`src/rtl/imm_decode_queue.sv`:
```
// IF/ID buffer: decodes the RISC-V immediate of each accepted instruction at push time
// and queues {inst, pc, imm, fmt} in a DEPTH-entry circular FIFO with flush.
module imm_decode_queue #(
  parameter int XLEN  = 32,
  parameter int DEPTH = 4
) (
  input  logic                   clk,
  input  logic                   rst_n,
  input  logic                   flush,
  input  logic                   in_valid,
  output logic                   in_ready,
  input  logic [31:0]            in_inst,
  input  logic [XLEN-1:0]        in_pc,
  output logic                   out_valid,
  input  logic                   out_ready,
  output logic [31:0]            out_inst,
  output logic [XLEN-1:0]        out_pc,
  output logic [XLEN-1:0]        out_imm,
  output logic [2:0]             out_fmt,
  output logic [$clog2(DEPTH):0] count
);

  localparam int AW = $clog2(DEPTH);
  localparam logic [AW:0] FULL = (AW+1)'(DEPTH);

  localparam logic [2:0] FMT_R     = 3'd0;
  localparam logic [2:0] FMT_I     = 3'd1;
  localparam logic [2:0] FMT_S     = 3'd2;
  localparam logic [2:0] FMT_B     = 3'd3;
  localparam logic [2:0] FMT_U     = 3'd4;
  localparam logic [2:0] FMT_J     = 3'd5;
  localparam logic [2:0] FMT_SHAMT = 3'd6;
  localparam logic [2:0] FMT_ILL   = 3'd7;

  // Every immediate fits in 32 signed bits; it is assembled there and then
  // sign-extended once to XLEN. Zero-extended fields keep bit 31 clear.
  function automatic logic [XLEN+2:0] decode(input logic [31:0] i);
    logic signed [31:0]     v;
    logic signed [XLEN-1:0] imm;
    logic [2:0]             f;
    logic [2:0]             f3;
    v  = '0;
    f  = FMT_ILL;
    f3 = i[14:12];
    case (i[6:0])
      7'b0110011: f = FMT_R;
      7'b0010011: begin
        if (f3 == 3'b001 || f3 == 3'b101) begin
          f = FMT_SHAMT;
          v = {26'b0, (XLEN == 64) ? i[25] : 1'b0, i[24:20]};
        end else begin
          f = FMT_I;
          v = {{20{i[31]}}, i[31:20]};
        end
      end
      7'b0000011, 7'b1100111: begin
        f = FMT_I;
        v = {{20{i[31]}}, i[31:20]};
      end
      7'b1110011: begin
        f = FMT_I;
        v = {20'b0, i[31:20]};
      end
      7'b0100011: begin
        f = FMT_S;
        v = {{20{i[31]}}, i[31:25], i[11:7]};
      end
      7'b1100011: begin
        f = FMT_B;
        v = {{19{i[31]}}, i[31], i[7], i[30:25], i[11:8], 1'b0};
      end
      7'b0110111, 7'b0010111: begin
        f = FMT_U;
        v = {i[31:12], 12'b0};
      end
      7'b1101111: begin
        f = FMT_J;
        v = {{11{i[31]}}, i[31], i[19:12], i[20], i[30:21], 1'b0};
      end
      default: begin
        f = FMT_ILL;
        v = '0;
      end
    endcase
    imm = XLEN'(v);
    return {f, imm};
  endfunction

  logic [AW-1:0] wr_ptr, rd_ptr;
  logic [AW:0]   count_q;
  logic          push, pop;

  // Stage p0: immediate decode of the offered instruction
  logic [XLEN+2:0]        dec_p0;
  logic signed [XLEN-1:0] imm_p0;
  logic [2:0]             fmt_p0;
  logic                   vld_p0;

  assign dec_p0 = decode(in_inst);
  assign fmt_p0 = dec_p0[XLEN+2:XLEN];
  assign imm_p0 = dec_p0[XLEN-1:0];

  assign in_ready  = (count_q != FULL);
  assign out_valid = (count_q != '0);
  assign push      = in_valid & in_ready & ~flush;
  assign pop       = out_valid & out_ready & ~flush;
  assign vld_p0    = push;
  assign count     = count_q;

  // Stage p1: entry storage, written only on an accepted push
  logic [31:0]            mem_inst [DEPTH];
  logic [XLEN-1:0]        mem_pc   [DEPTH];
  logic signed [XLEN-1:0] mem_imm  [DEPTH];
  logic [2:0]             mem_fmt  [DEPTH];

  always_ff @(posedge clk) begin
    if (vld_p0) begin
      mem_inst[wr_ptr] <= in_inst;
      mem_pc[wr_ptr]   <= in_pc;
      mem_imm[wr_ptr]  <= imm_p0;
      mem_fmt[wr_ptr]  <= fmt_p0;
    end
  end

  always_ff @(posedge clk or negedge rst_n) begin
    if (!rst_n) begin
      wr_ptr  <= '0;
      rd_ptr  <= '0;
      count_q <= '0;
    end else if (flush) begin
      wr_ptr  <= '0;
      rd_ptr  <= '0;
      count_q <= '0;
    end else begin
      if (push) wr_ptr <= wr_ptr + 1'b1;
      if (pop)  rd_ptr <= rd_ptr + 1'b1;
      case ({push, pop})
        2'b10:   count_q <= count_q + 1'b1;
        2'b01:   count_q <= count_q - 1'b1;
        default: count_q <= count_q;
      endcase
    end
  end

  // Stage p2: head presentation, zeroed while empty
  always_comb begin
    out_inst = '0;
    out_pc   = '0;
    out_imm  = '0;
    out_fmt  = '0;
    if (out_valid) begin
      out_inst = mem_inst[rd_ptr];
      out_pc   = mem_pc[rd_ptr];
      out_imm  = mem_imm[rd_ptr];
      out_fmt  = mem_fmt[rd_ptr];
    end
  end

endmodule

```
`config.mk`:
```
export PLATFORM = sky130hd
export DESIGN_NAME = imm_decode_queue
export DESIGN_NICKNAME = d
export VERILOG_FILES = /design/src/rtl/imm_decode_queue.sv
export SDC_FILE = /design/constraint.sdc
export NUM_CORES = 1
export LEC_CHECK = 0
export BUFFER_PORTS_ARGS = -buffer_cell sky130_fd_sc_hd__buf_2
export CAP_MARGIN = 10
export CELL_PAD_IN_SITES_DETAIL_PLACEMENT = 1
export CELL_PAD_IN_SITES_GLOBAL_PLACEMENT = 1
export CORE_AREA = 2 2 218 305
export CTS_CLUSTER_SIZE = 24
export DETAILED_ROUTE_END_ITERATION = 6
export DIE_AREA = 0 0 220 307
export GPL_ROUTABILITY_DRIVEN = 0
export PLACE_DENSITY_LB_ADDON = 0.25
export SLEW_MARGIN = 5
export SYNTH_ARGS = -nofsm -noshare
export SYNTH_HDL_FRONTEND = slang
export SYNTH_SLANG_ARGS = --single-unit
```
`constraint.sdc`:
```
create_clock -name clk -period 4.9 [get_ports clk]
set_input_delay 0.49 -clock clk [delete_from_list [all_inputs] [get_ports clk]]
set_output_delay 0.49 -clock clk [all_outputs]
set_load 0.03 [all_outputs]
```
* Yosys cells after proc, flatten, opt, wreduce, memory -nomap -nowiden *
Memory sizes are Yosys's and may differ from the RTL's.
Cells that the tools add are included.

word-level totals
  memories = 4
  output and inout bits = 104
  input port bits = 69
  word-level logic and storage cells = 55
  flip-flop bits (word level) = 7
  memory bits (writable) = 396

cells by class
  add/subtract/negate cells = 4
  mux-type cells = 16
  reduce and logical (&&, ||, !) cells = 8
  bitwise operators = 5
  eq/ne operators = 15

memories
  memory    depth  bits a word  rd ports  clocked after memory_dff  write ports  line  RTL
  mem_imm   4      32           1         0                         1            113   logic signed [XLEN-1:0] mem_imm [DEPTH];
  mem_inst  4      32           1         0                         1            111   logic [31:0] mem_inst [DEPTH];
  mem_pc    4      32           1         0                         1            112   logic [XLEN-1:0] mem_pc [DEPTH];
  mem_fmt   4      3            1         0                         1            114   logic [2:0] mem_fmt [DEPTH];

operators with widths
  kind                                                 count
  one-hot mux 32 bit (7 select lines)                  1
  2-to-1 mux 32 bit                                    4
  equality test 7 bit, second input constant           4
  equality test 7 x 6 -> 1 bit, second input constant  3
  one-hot mux 3 bit (7 select lines)                   1
  equality test 7 x 5 -> 1 bit, second input constant  2
  2-to-1 mux 3 bit                                     3
  2-to-1 mux 2 bit                                     4
  equality test 7 x 2 -> 1 bit, second input constant  1
  one-hot mux 3 bit (2 select lines)                   1
  nonzero test 3 bit                                   2
  adder 2 x 1 -> 2 bit, second input constant          2
  bitwise AND 1 bit                                    4
  nonzero test 2 bit                                   2
  OR reduction 2 bit                                   2
  adder 3 x 1 -> 3 bit, second input constant          1
  equality test 3 x 1 -> 1 bit, second input constant  1
  equality test 3 bit, second input constant           1
  inequality test 3 bit, second input constant         1
  OR reduction 3 bit                                   1
  subtractor 3 x 1 -> 3 bit, second input constant     1
  equality test 2 x 1 -> 1 bit, second input constant  1
  equality test 2 bit, second input constant           1
  2-to-1 mux 1 bit                                     2
  2 further kinds                                      2

* Logic depth before layout (Yosys ltp) *
Gate-level depths: netlist (run 1).

  word-level depth = 6
  gate-level depth with buffers = 6
  depth with buffers taken out = 6

* Worst setup path before layout (run 1) *
No wires, ideal clock.

  kind = reg-to-reg
  from = register count_q[2], in the netlist count[2]
  to = memory mem_fmt[0][0] (enable)
  arrival time = 3,458 ps
  clock period less this slack = 3,927 ps
  setup slack = 973 ps
  data required time = 4,431 ps
  cell stages (with the launch flop) = 5
  library setup time = 469 ps
  path buffers = 0
  path through = dfrtp_1 > or3b_4 > nand2_4 > nor2_1 > and2_1

on the way
  word-level cells in the longest chain between the ends = 5

RTL lines
  element                                 line  RTL
  from (decl)                             90    logic [AW:0] count_q;
  from (signal assigned)                  138   2'b10: count_q <= count_q + 1'b1;
  from (signal assigned)                  139   2'b01: count_q <= count_q - 1'b1;
  from (signal assigned)                  140   default: count_q <= count_q;
  inequality test 3 bit                   103   assign in_ready = (count_q != FULL);
  named net in_ready                      11    output logic in_ready,
  bitwise AND 1 bit (2 in series)         105   assign push = in_valid & in_ready & ~flush;
  2-to-1 mux 1 bit                        117   if (vld_p0) begin
  2-to-1 mux 1 bit (implied by the code)  121   mem_fmt[wr_ptr] <= fmt_p0;
  to (decl)                               114

The timed path passes the listed nets, and every way through them passes these cells.

* Final worst setup path (run 1) *
  from = register rd_ptr[0]
  to = output out_pc[27]

on the way
  word-level cells in the longest chain between the ends = 2

RTL lines
  element                   line  RTL
  from (decl)               89    logic [AW-1:0] wr_ptr, rd_ptr;
  from (signal assigned)    136   if (pop) rd_ptr <= rd_ptr + 1'b1;
  memory read (4 x 32 bit)  --
  2-to-1 mux 32 bit         151   if (out_valid) begin
  to (decl)                 17    output logic [XLEN-1:0] out_pc,

Every way passes these cells.

==> flow_summary.yaml, run 1 <==
grt:
  grt_max_degree: 65
  grt_pass1_vias: 9024
  grt_pass1_wl_mm: 60.4
  grt_overflow: 0
  grt_usage: 0.123
  antenna_found_initial: 3
clocking:
  post_cts_buffers: 0
  clockBufferDepth: 3
  cts_root_buf: "clkbuf_16"
  htree_levels: 2
  tritoncts: "yes"
  cts.clk_slew.worst_paths_ns: 0.06
  cts_made_buffers: 44
  insertion_delay_ns: 0.58
  cts_sinks: 403
sta:
  slew_violations: 0
  clock_skew_ns: 0.0209
  tns_ns: 0
  period_minus_slack_ns: 3.18
  rsz0062_at_grt: "no"
  setup_viol: 0
  worst_slew_pin_slew_ns: 0.942
  timing.fmax_mhz: 315
  hold_violations: 0
  slew_headroom: 0.372
  period_share: 0.649
placed_design:
  place_hpwl_mm: 24.2
  post-place-cells: 1768
  io_buffers: 172
setup_path:
  start_kind: "register"
  cp_slowest_cell: "dfrtp_4"
  worstSetupPathType: "reg2out"
  arrival_ns: 2.69
  end_kind: "output pin"
  worstPathRequired_ns: 4.41
  cp_max_fo: 42
  path_cells: "buf_12, mux4_2, and2_1, buf_2"
  max_stage_delay_ns: 0.71
synthesis:
  synth_cells: 782
  syn_avg_cell_area_um2: 20.5
  yosys.cell_types.count: 49
  yosysMostFrequentCell: "edfxtp_1"
  ys_ff_latch: 403
  synth.top_cell.area_share: 0.741
  yosysSeqAreaShare: 0.752
  syn_nets: 856
  yosys-top-cells-area: "edfxtp_1 74%, mux4_2 14%, and2_1 4.1%"
  yosysTopAreaCell: "edfxtp_1"
  synthFlopType: "edfxtp_1"
  async_reset_ff_frac: 0.0174
  synthTopCellsByCount: "396 x edfxtp_1, 104 x and2_1, 99 x mux4_2, 22 x clkbuf_1"
  synth_area_mm2: 0.0160
  yosysWarnings: 0
  synth-edff-count: 396
floorplanning:
  rows: 111
  start_util: 0.247
  die_x_um: 220
  chipHeight_um: 307
  pin_count: 173
  core-area_mm2: 0.0650
  die_area_mm2: 0.0675
power:
  pwr-share-clk: 0.310
  power_density_mw_per_mm2: 540
  power.switching_w: 0.00348
  ir_drop_mv: 0.344
  intPower_w: 0.00697
  p_leak_nw: 6.54
  p_sw_frac: 0.333
  combPwrFrac: 0.300
  p_seq_frac: 0.390
finish:
  nets: 1042
  layout-drive-gt1-share: 0.362
  multiInputGateArea_mm2: 0.00378
  fin_cells: 1851
  seqCellArea_mm2: 0.0121
  fillers: 6684
  syn_to_final_growth_pct: 20.6
routing:
  drt_first_pass_iters: 4
  vias: 8022
  routed_wl_mm: 40.5
  ant_nets: 0
  via_per_inst: 4.33
  drt-wirelength-per-cell_um: 21.9
  drc: 0
  first_iter_violations: 400
hold_path:
  hp-class: "in2reg"
flow_run:
  maxCapViolCount: 0
outcome:
  status: "finished, final reports clean"
## worst max-delay path, delay by kind of cell (launching register included)
kind | cells | cell delay [ns]
buffers and inverters | 2 | 0.55
flip-flops | 1 | 0.71
AND/OR/NAND/NOR | 1 | 0.18
multiplexers | 1 | 0.59
## final timing paths
kind                       slack, ns  depth (start not counted)             end       from
min in group asynchronous       0.31                          2        count[2]      rst_n
min reg2reg                     0.59                          2       wr_ptr[1]  wr_ptr[1]
min                             0.14                          1   mem_pc[2][24]  in_pc[24]
max reg2reg                     2.24                          5  mem_inst[1][3]   count[2]
max in group asynchronous       4.40                          2       rd_ptr[0]      rst_n
max                             1.72                          4      out_pc[27]  rd_ptr[0]
## per-stage QoR
stage / utilization / setup WS, ns / total power, W / hold slack (ns) / cell area (um^2)
2_1_floorplan: - / 0.973 / 0.00635 / 0.194 / 16000
3_3_place_gp: 0.276 / 2.14 / 0.00739 / 0.352 / 17900
3_5_place_dp: 0.276 / 2.13 / 0.00741 / 0.352 / 17900
4_1_cts: 0.298 / 1.52 / 0.0107 / 0.0819 / 19300
5_1_grt: 0.298 / 1.50 / 0.0110 / 0.105 / 19300
6_report: 0.298 / 1.72 / 0.0105 / 0.138 / 19300
## flip-flops by register name, indices dropped and copies added, names as in the netlist
signal    flops
count         3
mem_fmt      12
mem_imm     128
mem_inst    128
mem_pc      128
rd_ptr        2
wr_ptr        2
## area by class of cell
type                       instances  share of cell area
clock inverter                    28              0.0131
tap                              847              0.0548
clock buffer                      53              0.0586
timing repair buffer             185              0.0529
sequential                       403               0.624
antenna                            1            0.000129
inverter                           6             0.00116
multi-input combinational        328               0.195
## cell families (layout without fill, tap and decap cells)
logic type	count (synthesis)	in the layout	synth area share
xor gates and xnor gates	6	6	0.00374
adders and majority gates	5	5	0.00437
buffers and inverters	51	272	0.0136
other	0	1	0
muxes	101	101	0.140
AOI/OAI and AO/OA	47	47	0.0219
and+or+nand+nor	169	169	0.0640
DFF	403	403	0.752
## power groups by stage
stage / Sequential [W] / Clock (W) / Combinational (W)
global placement: 0.00415 / 0 / 0.00325
floorplan: 0.00412 / 0 / 0.00223
global route: 0.00410 / 0.00348 / 0.00340
finish: 0.00408 / 0.00324 / 0.00313
detailed placement: 0.00416 / 0 / 0.00326
CTS: 0.00408 / 0.00338 / 0.00327
## metal layers
| metal | routed length [um] | part of all wire | track usage |
|---|---|---|---|
| met3 | 1960 | 0.048 | 0.0275 |
| met4 | 1190 | 0.029 | 0.0434 |
| met5 | 30 | 0.00074 | 0 |
| met1 | 15800 | 0.39 | 0.140 |
| met2 | 21500 | 0.53 | 0.223 |
## what timing repair did
item / CTS / global route
hold endpoints to repair: 7 / 0
gates resized for setup: 0 / 0
hold buffers: 1 / 0
## cells in the final DEF, fill, tap and decap left out, types with 4 or more instances in the layout
cell type,synthesis,routed
buf_2,19,172
edfxtp_1,396,396
and2_1,104,100
and2_4,0,4
inv_1,6,6
a21oi_1,4,4
nand3b_1,4,4
a22o_1,4,4
nor2_1,16,16
nand3_1,15,15
clkbuf_1,22,9
buf_12,0,5
dfrtp_1,7,5
xor2_1,4,4
clkinv_1,0,7
clkinv_2,0,12
bufinv_16,0,4
a21o_1,19,19
o21ai_0,5,5
nand2_1,4,4
buf_4,1,7
o21a_1,4,4
clkbuf_16,0,44
mux4_2,99,99
ha_1,4,4
(Power assumes the default switching activity.)
==> run 2: changes to the inputs <==
==> constraint.sdc (replaced) <==
create_clock -name clk -period 3.17 [get_ports clk]
set_input_delay 0.317 -clock clk [delete_from_list [all_inputs] [get_ports clk]]
set_output_delay 0.317 -clock clk [all_outputs]
set_load 0.03 [all_outputs]
==> run 2 against run 1 <==
Net effect: combinational power rose by 59%; register-to-register slack worse by 1.3 ns; critical path depth unchanged; sequential share of layout area is 1.9 points lower; routed wire length grew 2.2%; critical path type unchanged.
==> flow_summary.yaml, run 2 (synthesis gave the netlist of run 1 again) <==
sta:
  slew_headroom: 0.584
  rsz0062_at_grt: "no"
  worst_slew_pin_slew_ns: 0.624
  timing.fmax_mhz: 362
  clock_skew_ns: 0.0210
  period_minus_slack_ns: 2.76
  tns_ns: 0
  period_share: 0.872
  hold_slack_ns: 0.0289
  setup_viol: 0
  slew_violations: 0
  hold_violations: 0
floorplanning:
  rows: 111
  die_x_um: 220
  pin_count: 173
  core-area_mm2: 0.0650
  chipHeight_um: 307
  die_area_mm2: 0.0675
  start_util: 0.247
clocking:
  htree_levels: 2
  clockBufferDepth: 3
  tritoncts: "yes"
  cts_sinks: 403
  cts.clk_slew.worst_paths_ns: 0.06
  cts_made_buffers: 43
  insertion_delay_ns: 0.58
  cts_root_buf: "clkbuf_16"
setup_path:
  end_kind: "output pin"
  crit_buf_inv: 2
  start_kind: "register"
  max_stage_delay_ns: 0.63
  arrival_ns: 2.45
  worstPathRequired_ns: 2.85
  rrSetupSlack_ns: 0.94
  cp_top_family: "multiplexers"
  worstSetupPathType: "reg2out"
  cp_max_fo: 27
  path_cells: "buf_12, mux4_2, and2_1, buf_2"
  cp_slowest_cell: "mux4_2"
finish:
  syn_to_final_growth_pct: 24.3
  final_cell_mix: "396 x edfxtp_1, 172 x buf_2, 100 x and2_1"
  nets: 1092
  layout-drive-gt1-share: 0.349
  diodes: 0
  largestRegisters: "mem_imm: 128 flops, mem_inst: 128 flops, mem_pc: 128 flops"
  fin_cells: 1896
  final_common_cell: "edfxtp_1"
  fin_area_mm2: 0.0199
  fillers: 6661
power:
  fin_total_pwr_w: 0.0162
  p_leak_nw: 6.79
  power_density_mw_per_mm2: 814
  ir_drop_mv: 0.410
routing:
  ant_nets: 0
  drt-wirelength-per-cell_um: 21.9
  drc: 0
  vias: 8202
  via_per_inst: 4.33
  drt_first_pass_iters: 6
  routed_wl_mm: 41.4
  first_iter_violations: 415
placed_design:
  postPlaceCellArea_mm2: 0.0181
  post-place-cells: 1777
  io_buffers: 172
  place_hpwl_mm: 26.8
grt:
  grt_pass1_vias: 9174
  grt_overflow: 0
  grt_usage: 0.125
  antenna_found_initial: 2
  grt_max_degree: 71
  grt_pass1_wl_mm: 61.5
flow_run:
  maxCapViolCount: 0
outcome:
  status: "finished, final reports clean"
hold_path:
  hp-class: "in2reg"
[run 2: final cells by class]
type	count	area, um^2	area share
timing repair buffer	236	1640	0.0821
tap	847	1060	0.0531
clock inverter	22	225	0.0113
inverter	6	22.5	0.00113
sequential	403	12100	0.605
multi-input combinational	328	3780	0.189
clock buffer	54	1150	0.0576
[run 2: layer usage]
layer	track usage	up-vias	share of wire
li1	-	3628	-
met2	0.228	172	0.54
met3	0.0206	63	0.036
met1	0.147	4335	0.40
met4	0.0415	4	0.027
met5	0	-	0.00058
[run 2: metrics by stage]
stage	setup WS [ns]	util
final	0.405	0.307
after global routing	0.269	0.307
after CTS	0.316	0.307
after detailed placement	0.909	0.279
after global placement	0.955	0.279
after floorplan	0.344	-
[run 2: power breakdown]
part / internal (W) / switching [W]
clock: 0.00289 / 0.00208
sequential: 0.00615 / 0.000124
combinational: 0.00184 / 0.00315
total: 0.0109 / 0.00535
[run 2: path summary, 6_finish.rpt]
| check | startpoint | endpoint | depth (start not counted) |
|---|---|---|---|
| max in group asynchronous | rst_n | rd_ptr[1] | 2 |
| hold reg to reg | wr_ptr[1] | wr_ptr[1] | 2 |
| setup / recovery | rd_ptr[0] | out_imm[31] | 4 |
| min in group asynchronous | rst_n | count[1] | 2 |
| setup reg to reg | count[2] | mem_inst[2][2] | 5 |
| hold / removal | in_inst[12] | mem_inst[2][12] | 1 |
[run 2: what timing repair did]
action	CTS	global route
hold endpoints to repair	175	0
hold buffers	43	0
setup endpoints to repair	0	0
setup buffers	0	0
resized for setup	0	0
[run 2: worst register-to-register path: stages (launching register included)]
cell and delay [ns]:
dfrtp_1 0.44, or3b_4 0.29, nand2_4 0.08, nor2_1 0.23, and2_4 0.53, buf_12 0.31
